$ cat config.mk
export PLATFORM = sky130hd
export DESIGN_NAME = cla_nibble_sequencer
export DESIGN_NICKNAME = d
export VERILOG_FILES = /design/src/rtl/cla_nibble_sequencer.sv
export SDC_FILE = /design/constraint.sdc
export NUM_CORES = 1
export LEC_CHECK = 0
export CAP_MARGIN = 20
export CORE_UTILIZATION = 35
export CTS_CLUSTER_SIZE = 14
export DETAILED_ROUTE_END_ITERATION = 10
export PLACE_DENSITY = 0.62
export RECOVER_POWER = 50
export SLEW_MARGIN = 0
export SYNTH_ARGS = -nofsm -noshare
export SYNTH_HDL_FRONTEND = slang
export SYNTH_SLANG_ARGS = --single-unit
export TNS_END_PERCENT = 20
$ cat constraint.sdc
create_clock -name clk -period 3.3 [get_ports clk]
set_input_delay 0.66 -clock clk [delete_from_list [all_inputs] [get_ports clk]]
set_output_delay 0.66 -clock clk [all_outputs]
set_load 0.02 [all_outputs]
$ cat src/rtl/cla_nibble_sequencer.sv
// Shares one 4-bit carry-lookahead slice between two requesters and performs
// WIDTH-bit additions one nibble per cycle, LSB nibble first, round-robin arbitrated.
//
// state | meaning
// IDLE  | waiting for a request; grants one requester and captures its operands
// RUN   | one nibble per cycle through the slice, carry chained in carry_q
// DONE  | response held on rsp_* until the consumer takes it
module cla_nibble_sequencer #(
    parameter int WIDTH = 16
) (
    input  logic             clk,
    input  logic             rst_n,
    input  logic             req0_valid,
    output logic             req0_ready,
    input  logic [WIDTH-1:0] req0_a,
    input  logic [WIDTH-1:0] req0_b,
    input  logic             req0_cin,
    input  logic             req1_valid,
    output logic             req1_ready,
    input  logic [WIDTH-1:0] req1_a,
    input  logic [WIDTH-1:0] req1_b,
    input  logic             req1_cin,
    output logic             rsp_valid,
    input  logic             rsp_ready,
    output logic [WIDTH-1:0] rsp_sum,
    output logic             rsp_cout,
    output logic             rsp_ovf,
    output logic             rsp_id
);
    localparam int NIBBLES = WIDTH / 4;
    localparam int IDX_W   = (NIBBLES > 1) ? $clog2(NIBBLES) : 1;
    localparam logic [IDX_W-1:0] LAST_IDX = IDX_W'(NIBBLES - 1);

    typedef enum logic [1:0] {IDLE, RUN, DONE} state_t;

    state_t           state, state_nxt;
    logic [WIDTH-1:0] a_q, b_q, sum_q;
    logic             carry_q;
    logic [IDX_W-1:0] idx;
    logic             last_grant;
    logic             cout_q, ovf_q, id_q;
    logic             grant0, grant1;

    logic [3:0] nib_a, nib_b, nib_s, nib_g, nib_p;
    logic [4:0] nib_c;

    // Carry-lookahead slice: every carry is a flat sum of products of g/p/c0.
    always_comb begin
        nib_a    = a_q[4*idx +: 4];
        nib_b    = b_q[4*idx +: 4];
        nib_g    = nib_a & nib_b;
        nib_p    = nib_a ^ nib_b;
        nib_c[0] = carry_q;
        nib_c[1] = nib_g[0] | (nib_p[0] & nib_c[0]);
        nib_c[2] = nib_g[1] | (nib_p[1] & nib_g[0]) | (nib_p[1] & nib_p[0] & nib_c[0]);
        nib_c[3] = nib_g[2] | (nib_p[2] & nib_g[1]) | (nib_p[2] & nib_p[1] & nib_g[0])
                 | (nib_p[2] & nib_p[1] & nib_p[0] & nib_c[0]);
        nib_c[4] = nib_g[3] | (nib_p[3] & nib_g[2]) | (nib_p[3] & nib_p[2] & nib_g[1])
                 | (nib_p[3] & nib_p[2] & nib_p[1] & nib_g[0])
                 | (nib_p[3] & nib_p[2] & nib_p[1] & nib_p[0] & nib_c[0]);
        nib_s    = nib_p ^ nib_c[3:0];
    end

    always_comb begin
        state_nxt = state;
        grant0    = 1'b0;
        grant1    = 1'b0;
        case (state)
            IDLE: begin
                // last_grant == 1 means req1 won last, so req0 wins a contention
                if (req1_valid && (!req0_valid || !last_grant)) grant1 = 1'b1;
                else if (req0_valid)                            grant0 = 1'b1;
                if (grant0 || grant1) state_nxt = RUN;
            end
            RUN:     if (idx == LAST_IDX) state_nxt = DONE;
            DONE:    if (rsp_ready) state_nxt = IDLE;
            default: state_nxt = IDLE;
        endcase
    end

    always_ff @(posedge clk or negedge rst_n) begin
        if (!rst_n) state <= IDLE;
        else        state <= state_nxt;
    end

    always_ff @(posedge clk or negedge rst_n) begin
        if (!rst_n) begin
            a_q        <= '0;
            b_q        <= '0;
            sum_q      <= '0;
            carry_q    <= 1'b0;
            idx        <= '0;
            last_grant <= 1'b1;
            cout_q     <= 1'b0;
            ovf_q      <= 1'b0;
            id_q       <= 1'b0;
        end else begin
            case (state)
                IDLE: if (grant0 || grant1) begin
                    a_q        <= grant1 ? req1_a : req0_a;
                    b_q        <= grant1 ? req1_b : req0_b;
                    carry_q    <= grant1 ? req1_cin : req0_cin;
                    idx        <= '0;
                    id_q       <= grant1;
                    last_grant <= grant1;
                end
                RUN: begin
                    sum_q[4*idx +: 4] <= nib_s;
                    carry_q           <= nib_c[4];
                    if (idx == LAST_IDX) begin
                        cout_q <= nib_c[4];
                        ovf_q  <= nib_c[3] ^ nib_c[4];
                    end else begin
                        idx <= idx + 1'b1;
                    end
                end
                default: ;
            endcase
        end
    end

    // Gating with rst_n keeps ready low while reset is held, even with valid high.
    assign req0_ready = grant0 & rst_n;
    assign req1_ready = grant1 & rst_n;
    assign rsp_valid  = (state == DONE);
    assign rsp_sum    = sum_q;
    assign rsp_cout   = cout_q;
    assign rsp_ovf    = ovf_q;
    assign rsp_id     = id_q;
endmodule
==> impl_metrics.py, run 1 <==
metrics = {
    "status": {
        "outcome": "finished clean",
    },
    "sta": {
        "hold_violations": 0,
        "fin_crit_sh_pct": 91.25,
        "fmax_ghz": 0.3321,
        "skew_ns": 0.006200,
        "fin_crit_ns": 3.011,
        "setup_viol": 0,
        "finalSetupTns_ns": 0,
        "final-max-slew-violation-count": 0,
        "slew_headroom_pct": 12.81,
        "fin_ws_ns": 0.2886,
        "tightest_slew_ns": 1.308,
        "rsz0062_at_grt": "no",
    },
    "clock_tree": {
        "clk_pin_slew_ns": 0.07,
        "holdBufCountCts": 0,
        "htreeDepth": 3,
        "post_cts_buffers": 0,
        "cts_tree": "built",
        "clockBufferDepth": 2,
        "root_buffer": "clkbuf_8",
        "cts_resized": 0,
        "insertion_delay_ns": 0.34,
        "clock_sinks": 57,
        "cts_buffers": 9,
    },
    "logic_synthesis": {
        "synthFlopType": "dfrtp_1",
        "syn_nets": 351,
        "yosys.cell_count.top_type": "dfrtp_1",
        "synth-edff-count": 0,
        "synthTopCellsByArea": "dfrtp_1 50%, o22ai_1 7.1%, mux4_2 6.4%",
        "synth.yosys.seq_area_share_pct": 50.53,
        "synthTopCellsByCount": "56 x dfrtp_1, 48 x nand2_1, 32 x o22ai_1",
        "async_flop_share_pct": 100.0,
        "syn-cell-area_sq_um": 2825,
        "synth_cells": 268,
        "synth_cell_types": 34,
        "syn_avg_cell_area_sq_um": 10.54,
        "yosysWarnings": 0,
        "synth_area_leader_cell": "dfrtp_1",
        "yosysTopAreaCellShare_pct": 49.60,
        "synth_seq_cells": 57,
    },
    "flow_run": {
        "drv_cap": 0,
    },
    "worst_setup_path": {
        "reg2regPathDepth": 6,
        "arrival_ns": 2.35,
        "worst-setup-path-type": "input port to output port",
        "start_kind": "input port",
        "endpoint_kind": "output port",
        "crit_required_ns": 2.64,
        "path_max_fanout": 4,
    },
    "final_layout": {
        "drive_above_1_share_pct": 8.767,
        "antenna_cells": 0,
        "fillers": 722,
        "area_growth_pct": 42.87,
        "layout.nets": 443,
    },
    "placement": {
        "place.gp.congestion": 0.7296,
        "portBuffers": 92,
        "dp_hpwl_mm": 5.124,
        "place_ws_ns": 0.3210,
    },
    "drt": {
        "firstDrtPassIters": 4,
        "drt_iter0_markers": 49,
        "wl_per_cell_um": 14.69,
        "vias": 2377,
        "vias_per_cell": 5.090,
        "ant_nets": 0,
        "drc": 0,
        "drt_wl_total_mm": 6.862,
    },
    "power": {
        "p_leak_nw": 1.733,
        "vdd_drop_max_mv": 0.3791,
        "power_density_nw_per_um2": 963.3,
    },
    "hold_path": {
        "worstHoldPathType": "input port to async pin",
    },
    "floorplanning": {
        "die_area_sq_um": 8436,
        "initial_core_util_pct": 36.37,
        "rows": 32,
        "die_x_um": 91.85,
        "die_height_um": 91.85,
        "io_pins": 93,
        "fp.coreArea_sq_um": 7767,
    },
    "grt": {
        "grt_pass1_vias": 2360,
        "grt_pass1_wl_mm": 11.41,
        "grt_usage_pct": 17.73,
        "gr-total-overflow": 0,
        "grt_start_max_net_pins": 54,
        "antenna_found_initial": 0,
    },
}
-- cell families after synthesis --
kind of cell / count (synthesis) / synth area share (%)
fa+ha+maj: 12 / 5.580
xor+xnor: 3 / 0.9302
simple gates: 67 / 10.45
flops: 57 / 50.53
mux: 10 / 7.086
buf+inv: 22 / 4.207
compound gates: 97 / 21.21
-- critical path, stage by stage --
cell and delay, ns:
dlygate4sd3_1 0.56, a21bo_1 0.25, nor3_4 0.13, and2_1 0.15
clkdlybuf4s50_1 0.60
-- final cells by class --
cell class | instances | area (sq um) | share of cell area [%]
flip-flops and latches | 57 | 1428 | 35.37
multi-input cells | 189 | 1279 | 31.68
repair buffers | 98 | 954.7 | 23.65
clock buffers | 11 | 151.4 | 3.751
well taps | 102 | 127.6 | 3.162
clock inverters | 5 | 77.57 | 1.922
inverters | 5 | 18.77 | 0.4650
-- state kept, by name, indices dropped and copies added (netlist names) --
name and cells:
last_grant 1, b_q 16, rsp_sum 16, a_q 16
state 2, carry_q 1, rsp_id 1, rsp_ovf 1
rsp_cout 1, idx 2
-- report_power, final --
group / internal [mW] / switching [mW] / leakage [nW]
Combinational: 0.830 / 1.06 / 0.888
Clock: 0.463 / 0.274 / 0.115
Sequential: 1.01 / 0.251 / 0.730
-- cell usage in the layout (no fill, tap or decap), drive strengths merged, types with 2 or more instances in the layout --
cell type	count
buf	4
clkdlybuf4s50	85
or3	4
o21ai	39
xor2	2
nor3	2
mux4	8
clkinv	2
inv	5
o31ai	8
a22o	8
ha	11
mux2i	2
nand2	48
dfrtp	56
a21oi	2
o22ai	32
nor2	6
dlygate4sd3	6
nand2b	2
bufinv	2
a21o	4
clkbuf	14
-- layer usage --
| layer | wire length [um] | vias to the layer above | share of wire [%] | track usage, % |
|---|---|---|---|---|
| li1 | - | 1171 | - | - |
| met1 | 3313 | 1127 | 48 | 24.97 |
| met2 | 3072 | 71 | 45 | 25.50 |
| met3 | 365 | 8 | 5.3 | 4.809 |
| met4 | 111 | 0 | 1.6 | 7.813 |
| met5 | 0 | - | 0 | 0 |
-- through the flow --
stage | util, % | total power [mW] | instances | hold WS, ns | cell area (sq um)
2_1_floorplan | - | 2.532 | 268 | 0.3644 | 2825
3_5_place_dp | 49.24 | 3.198 | 451 | 0.4723 | 3825
5_1_grt | 51.97 | 4.206 | 467 | 0.2338 | 4036
4_1_cts | 52.19 | 3.951 | 467 | 0.1401 | 4054
3_3_place_gp | 49.24 | 3.138 | 451 | 0.4630 | 3825
6_report | 51.97 | 3.888 | 467 | 0.2383 | 4036
-- path summary, 6_finish.rpt --
check / start / end / slack (ns)
setup / recovery: req0_valid / req1_ready / 0.29
hold / removal: rst_n / b_q[1] / 0.24
setup reg to reg: idx[0] / rsp_sum[10] / 0.51
hold reg to reg: rsp_sum[13] / rsp_sum[13] / 0.47
max in group asynchronous: rst_n / state[0] / 1.45
min in group clk: rsp_sum[13] / rsp_sum[13] / 0.47
(Power assumes the default switching activity.)
==> inputs of run 2 (changes only) <==
==> constraint.sdc (replaced) <==
create_clock -name clk -period 3.3 [get_ports clk]
set_input_delay 0.66 -clock clk [delete_from_list [all_inputs] [get_ports clk]]
set_output_delay 0.66 -clock clk [all_outputs]
set_load 0.05 [all_outputs]
==> run 2 against run 1 <==
  * The flow now finishes with violations (max-capacitance violations, max-slew violations)
  * Register-to-register slack is essentially flat
  * Combinational power grew 11%
  * Total power grew 2.0%
  * Worst setup slack gained 0.17 ns
  * Hold slack lost 0.028 ns
  * Critical endpoint unchanged
  * Clock power shrank 16%
  * Highest routed layer unchanged
  * Final area shrank 0.34%
  * Clock-buffer cell count grew 3
  * Largest cell class unchanged
==> impl_metrics.py, run 2 (synthesized netlist as in run 1, its figures left out) <==
metrics = {
    "placement": {
        "dp_hpwl_mm": 5.089,
        "portBuffers": 92,
        "place.gp.congestion": 0.7291,
        "place_ws_ns": 0.4075,
        "placed_area_sq_um": 3857,
    },
    "drt": {
        "drc": 0,
        "firstDrtPassIters": 4,
        "ant_nets": 0,
        "drt_wl_total_mm": 6.776,
        "wl_per_cell_um": 14.51,
        "drt_iter0_markers": 87,
        "vias": 2331,
        "vias_per_cell": 4.991,
    },
    "clock_tree": {
        "cts_resized": 0,
        "cts_buffers": 9,
        "clk_pin_slew_ns": 0.06,
        "clock_sinks": 57,
        "cts_tree": "built",
        "post_cts_buffers": 0,
        "root_buffer": "clkbuf_8",
        "holdBufCountCts": 0,
        "htreeDepth": 3,
        "clockBufferDepth": 2,
        "insertion_delay_ns": 0.34,
    },
    "power": {
        "p_int_mw": 2.211,
        "switching_share_pct": 44.28,
        "pwr-share-seq_pct": 31.3,
        "pwr-share-clk_pct": 15.7,
        "p_leak_nw": 1.734,
        "vdd_drop_max_mv": 0.4297,
        "power_switching_mw": 1.757,
        "power_density_nw_per_um2": 986.3,
        "pwr-share-comb_pct": 53.0,
        "p_total_mw": 3.968,
    },
    "floorplanning": {
        "die_area_sq_um": 8436,
        "fp.coreArea_sq_um": 7767,
        "io_pins": 93,
        "rows": 32,
        "initial_core_util_pct": 36.37,
        "die_height_um": 91.85,
        "die_x_um": 91.85,
    },
    "final_layout": {
        "antenna_cells": 0,
        "area_growth_pct": 42.38,
        "final_cell_mix": "82 x clkdlybuf4s50_1, 56 x dfrtp_1, 48 x nand2_1, 32 x o22ai_1, 27 x o21ai_1",
        "finalInstanceArea_sq_um": 4023,
        "drive_above_1_share_pct": 8.493,
        "final_common_cell": "clkdlybuf4s50_1",
        "layout.nets": 443,
    },
    "flow_run": {
        "drv_cap": 1,
    },
    "worst_setup_path": {
        "crit_required_ns": 2.64,
        "rr_startpoint": "idx[0]",
        "path_max_fanout": 18,
        "worst-setup-path-type": "input port to output port",
        "start_kind": "input port",
        "endpoint_kind": "output port",
        "arrival_ns": 2.18,
        "worstSetupStartpoint": "req1_valid",
    },
    "grt": {
        "grt_pass1_vias": 2281,
        "grt_usage_pct": 17.32,
        "antenna_found_initial": 0,
        "grt_pass1_wl_mm": 11.10,
        "gr-total-overflow": 0,
        "grt_start_max_net_pins": 37,
    },
    "sta": {
        "finalSetupTns_ns": 0,
        "hold_violations": 0,
        "fin_crit_sh_pct": 86.00,
        "fmax_ghz": 0.3524,
        "setup_viol": 0,
        "final-max-slew-violation-count": 34,
        "rsz0062_at_grt": "no",
        "skew_ns": 0.005538,
        "tightest_slew_ns": 1.732,
        "fin_ws_ns": 0.4621,
        "fin_crit_ns": 2.838,
        "slew_headroom_pct": -15.47,
    },
    "status": {
        "outcome": "complete, but fails checks",
        "violations": "max-capacitance violations, max-slew violations",
    },
    "hold_path": {
        "worstHoldPathType": "input port to async pin",
    },
}
[run 2: cell count changes in the layout (fill, tap and decap cells not counted), sizes merged]
cell | before | now
buf | 4 | 6
bufinv | 2 | 0
clkbuf | 14 | 17
clkdlybuf4s50 | 85 | 82
clkinvlp | 1 | 0
dlygate4sd3 | 6 | 7
[run 2: cell type report]
class | count | area, sq um
inverters | 5 | 18.77
clock buffers | 14 | 182.7
multi-input cells | 189 | 1271
repair buffers | 98 | 984.7
clock inverters | 2 | 10.01
well taps | 102 | 127.6
flip-flops and latches | 57 | 1428
fillers | 725 | 3745
[run 2: final timing paths]
check / endpoint / slack (ns) / cells past startpoint
setup / recovery: req1_ready / 0.46 / 5
hold / removal: a_q[10] / 0.21 / 1
setup reg to reg: rsp_sum[11] / 0.50 / 6
hold reg to reg: rsp_sum[14] / 0.47 / 2
max in group asynchronous: carry_q / 1.15 / 2
min in group clk: rsp_sum[14] / 0.47 / 2
[run 2: power groups by stage]
stage          registers (mW)  logic [mW]  clock network [mW]
3_5_place_dp             1.27        2.15                   0
4_1_cts                  1.26        2.15               0.638
2_1_floorplan            1.46        1.28                   0
5_1_grt                  1.29        2.32               0.668
6_report                 1.24        2.10               0.622
3_3_place_gp             1.26        2.11                   0
[run 2: layer usage]
| metal | track usage [%] | share of wire, % | vias up |
|---|---|---|---|
| met1 | 24.53 | 48 | 1067 |
| li1 | - | - | 1176 |
| met4 | 8.203 | 2.0 | 0 |
| met3 | 4.975 | 6.9 | 12 |
| met5 | 0 | 0 | - |
| met2 | 24.25 | 43 | 76 |
[run 2: critical path, cell delays in order]
cell and delay (ns):
clkdlybuf4s50_1 0.49, a21bo_1 0.42, nor3_1 0.25, and2_1 0.21, buf_12 0.15
[run 2: stage by stage]
step           std cells  hold WS [ns]  utilization (%)
5_1_grt              467        0.2198            51.79
2_1_floorplan        268        0.3644                -
3_3_place_gp         451        0.4612            49.66
3_5_place_dp         451        0.4672            49.66
6_report             467        0.2105            51.79
4_1_cts              467        0.1355            52.14
==> inputs of run 3 (changes only) <==
- DONT_BUFFER_PORTS: unset -> 1
- PLACE_DENSITY: 0.62 -> 0.47
- REMOVE_ABC_BUFFERS: unset -> 1
==> run 3 against run 2 <==
  * The run now ends clean
  * Clock-buffer cell count did not move
  * Utilization fell by 11 points
  * Final area fell by 22%
  * Hold slack got worse by 0.041 ns
  * Cell count fell by 19%
  * Non-clock buffer count fell by 89
  * First-iteration DRC count fell by 6.9%
  * Clock skew rose by 0.0020 ns
  * Clock power rose by 9.2%
  * Combinational power fell by 28%
  * Via count fell by 14%
  * Routed wire length fell by 5.9%
  * Critical endpoint is now rsp_sum[15]
  * Highest routed layer unchanged
==> impl_metrics.py, run 3 (synthesized netlist as in run 1, its figures left out) <==
metrics = {
    "status": {
        "outcome": "finished clean",
    },
    "drt": {
        "vias_per_cell": 5.288,
        "ant_nets": 0,
        "wl_per_cell_um": 16.86,
        "drc": 0,
        "drt_iter0_markers": 81,
        "vias": 1999,
        "firstDrtPassIters": 4,
        "drt_wl_total_mm": 6.373,
    },
    "clock_tree": {
        "clk_pin_slew_ns": 0.07,
        "root_buffer": "clkbuf_8",
        "post_cts_buffers": 0,
        "clock_sinks": 57,
        "cts_buffers": 9,
        "htreeDepth": 3,
        "cts_resized": 0,
        "clockBufferDepth": 2,
        "insertion_delay_ns": 0.33,
        "cts_tree": "built",
    },
    "floorplanning": {
        "fp.coreArea_sq_um": 7767,
        "die_height_um": 91.85,
        "die_x_um": 91.85,
        "rows": 32,
        "io_pins": 93,
        "die_area_sq_um": 8436,
        "initial_core_util_pct": 36.37,
    },
    "final_layout": {
        "drive_above_1_share_pct": 9.783,
        "layout.nets": 354,
        "final_cell_mix": "56 x dfrtp_1, 48 x nand2_1, 32 x o22ai_1, 22 x o21ai_1, 16 x o21ai_0",
        "fillers": 808,
        "antenna_cells": 0,
        "multi_input_area_sq_um": 1279,
        "area_growth_pct": 11.25,
        "fin_util_pct": 40.46,
        "regArea_sq_um": 1428,
        "stdcell_count": 378,
        "final_common_cell": "dfrtp_1",
    },
    "placement": {
        "dp_cells": 357,
        "dp_hpwl_mm": 4.284,
        "place.gp.congestion": 0.7256,
        "portBuffers": 0,
    },
    "power": {
        "switching_share_pct": 45.83,
        "p_total_mw": 3.761,
        "pwr-share-comb_pct": 40.5,
        "power_density_nw_per_um2": 1197,
        "p_leak_nw": 1.370,
        "pwr-share-clk_pct": 18.1,
        "p_int_mw": 2.037,
        "power_switching_mw": 1.724,
        "vdd_drop_max_mv": 0.3617,
        "pwr-share-seq_pct": 41.4,
    },
    "worst_setup_path": {
        "worst-setup-path-type": "flop to flop",
        "reg2regPathDepth": 6,
        "start_kind": "flop",
        "slowest_delay_ns": 0.77,
        "arrival_ns": 3.07,
        "cp.buffers_inverters": 0,
        "rr_startpoint": "idx[0]",
        "crit_chain": "mux4_2 -> ha_1 -> a211oi_1 -> o21bai_1 -> xor2_1 -> a22o_1",
        "reg2reg_slack_ns": 0.50,
        "path_max_fanout": 14,
        "crit_family": "flip-flops",
        "crit_required_ns": 3.57,
        "crit_slowest_cell": "dfrtp_1",
        "endpoint_kind": "flop",
        "r2r-end": "rsp_sum[15]",
    },
    "grt": {
        "grt_pass1_vias": 1968,
        "grt_start_max_net_pins": 50,
        "antenna_found_initial": 0,
        "grt_usage_pct": 16.11,
        "grt_pass1_wl_mm": 10.30,
        "gr-total-overflow": 0,
    },
    "sta": {
        "tightest_slew_ns": 1.485,
        "final-max-slew-violation-count": 0,
        "slew_headroom_pct": 0.9695,
        "holdWs_ns": 0.1697,
        "hold_violations": 0,
        "fin_crit_ns": 2.795,
        "rsz0062_at_grt": "no",
        "setup_viol": 0,
        "skew_ns": 0.007573,
        "fin_crit_sh_pct": 84.70,
        "fmax_ghz": 0.3578,
    },
    "hold_path": {
        "worstHoldPathType": "input port to async pin",
    },
    "flow_run": {
        "drv_cap": 0,
    },
}
-- run 3: cell types whose count changed in the layout (fill, tap and decap cells not counted), moves of 2 or more --
cell,change
buf_12,-2
o21ai_1,-5
dlygate4sd3_1,-3
o21ai_0,+5
clkdlybuf4s50_1,-82
-- run 3: final cells by class --
cell class	instances	share of cell area [%]
clock buffers	14	5.494
clock inverters	2	1.115
inverters	5	0.5971
multi-input cells	189	40.68
flip-flops and latches	57	45.42
well taps	102	4.061
repair buffers	9	2.627
-- run 3: power by group through the flow --
stage                     clock (mW)  combinational, mW  sequential [mW]
after global routing           0.733               1.75             1.61
after floorplan                    0               1.19             1.49
final                          0.679               1.52             1.56
after detailed placement           0               1.53             1.59
after global placement             0               1.52             1.58
after CTS                      0.698               1.55             1.58
-- run 3: worst max-delay path by stage --
stage                        endpoint       start  depth (start not counted)
after floorplan                idx[0]  req0_valid                          3
after global placement    rsp_sum[15]      idx[0]                          6
after detailed placement  rsp_sum[15]      idx[0]                          6
after CTS                 rsp_sum[15]      idx[0]                          6
after global routing       rsp_sum[3]      idx[0]                          6
final                     rsp_sum[15]      idx[0]                          6
-- run 3: routing by layer --
metal  vias up  wire length [um]  GRT usage (%)  part of all wire (%)
met3        16               355          5.141                   5.6
met2        63              3023          25.12                    47
met1       926              2883          21.04                    45
met5         -                 0              0                     0
met4         0               111          5.729                   1.7
li1        994                 -              -                     -
-- run 3: through the flow --
stage	area, sq um	setup slack (ns)	TNS [ns]
floorplan	2725	-0.5274	-2.101
global placement	2907	0.5385	0
detailed placement	2907	0.4654	0
CTS	3144	0.4438	0
global route	3143	0.2679	0
finish	3143	0.5049	0
-- run 3: timing repair --
action,4_1_cts,5_1_grt
hold buffers,3,2
hold endpoints to repair,3,26
setup endpoints to repair,0,0
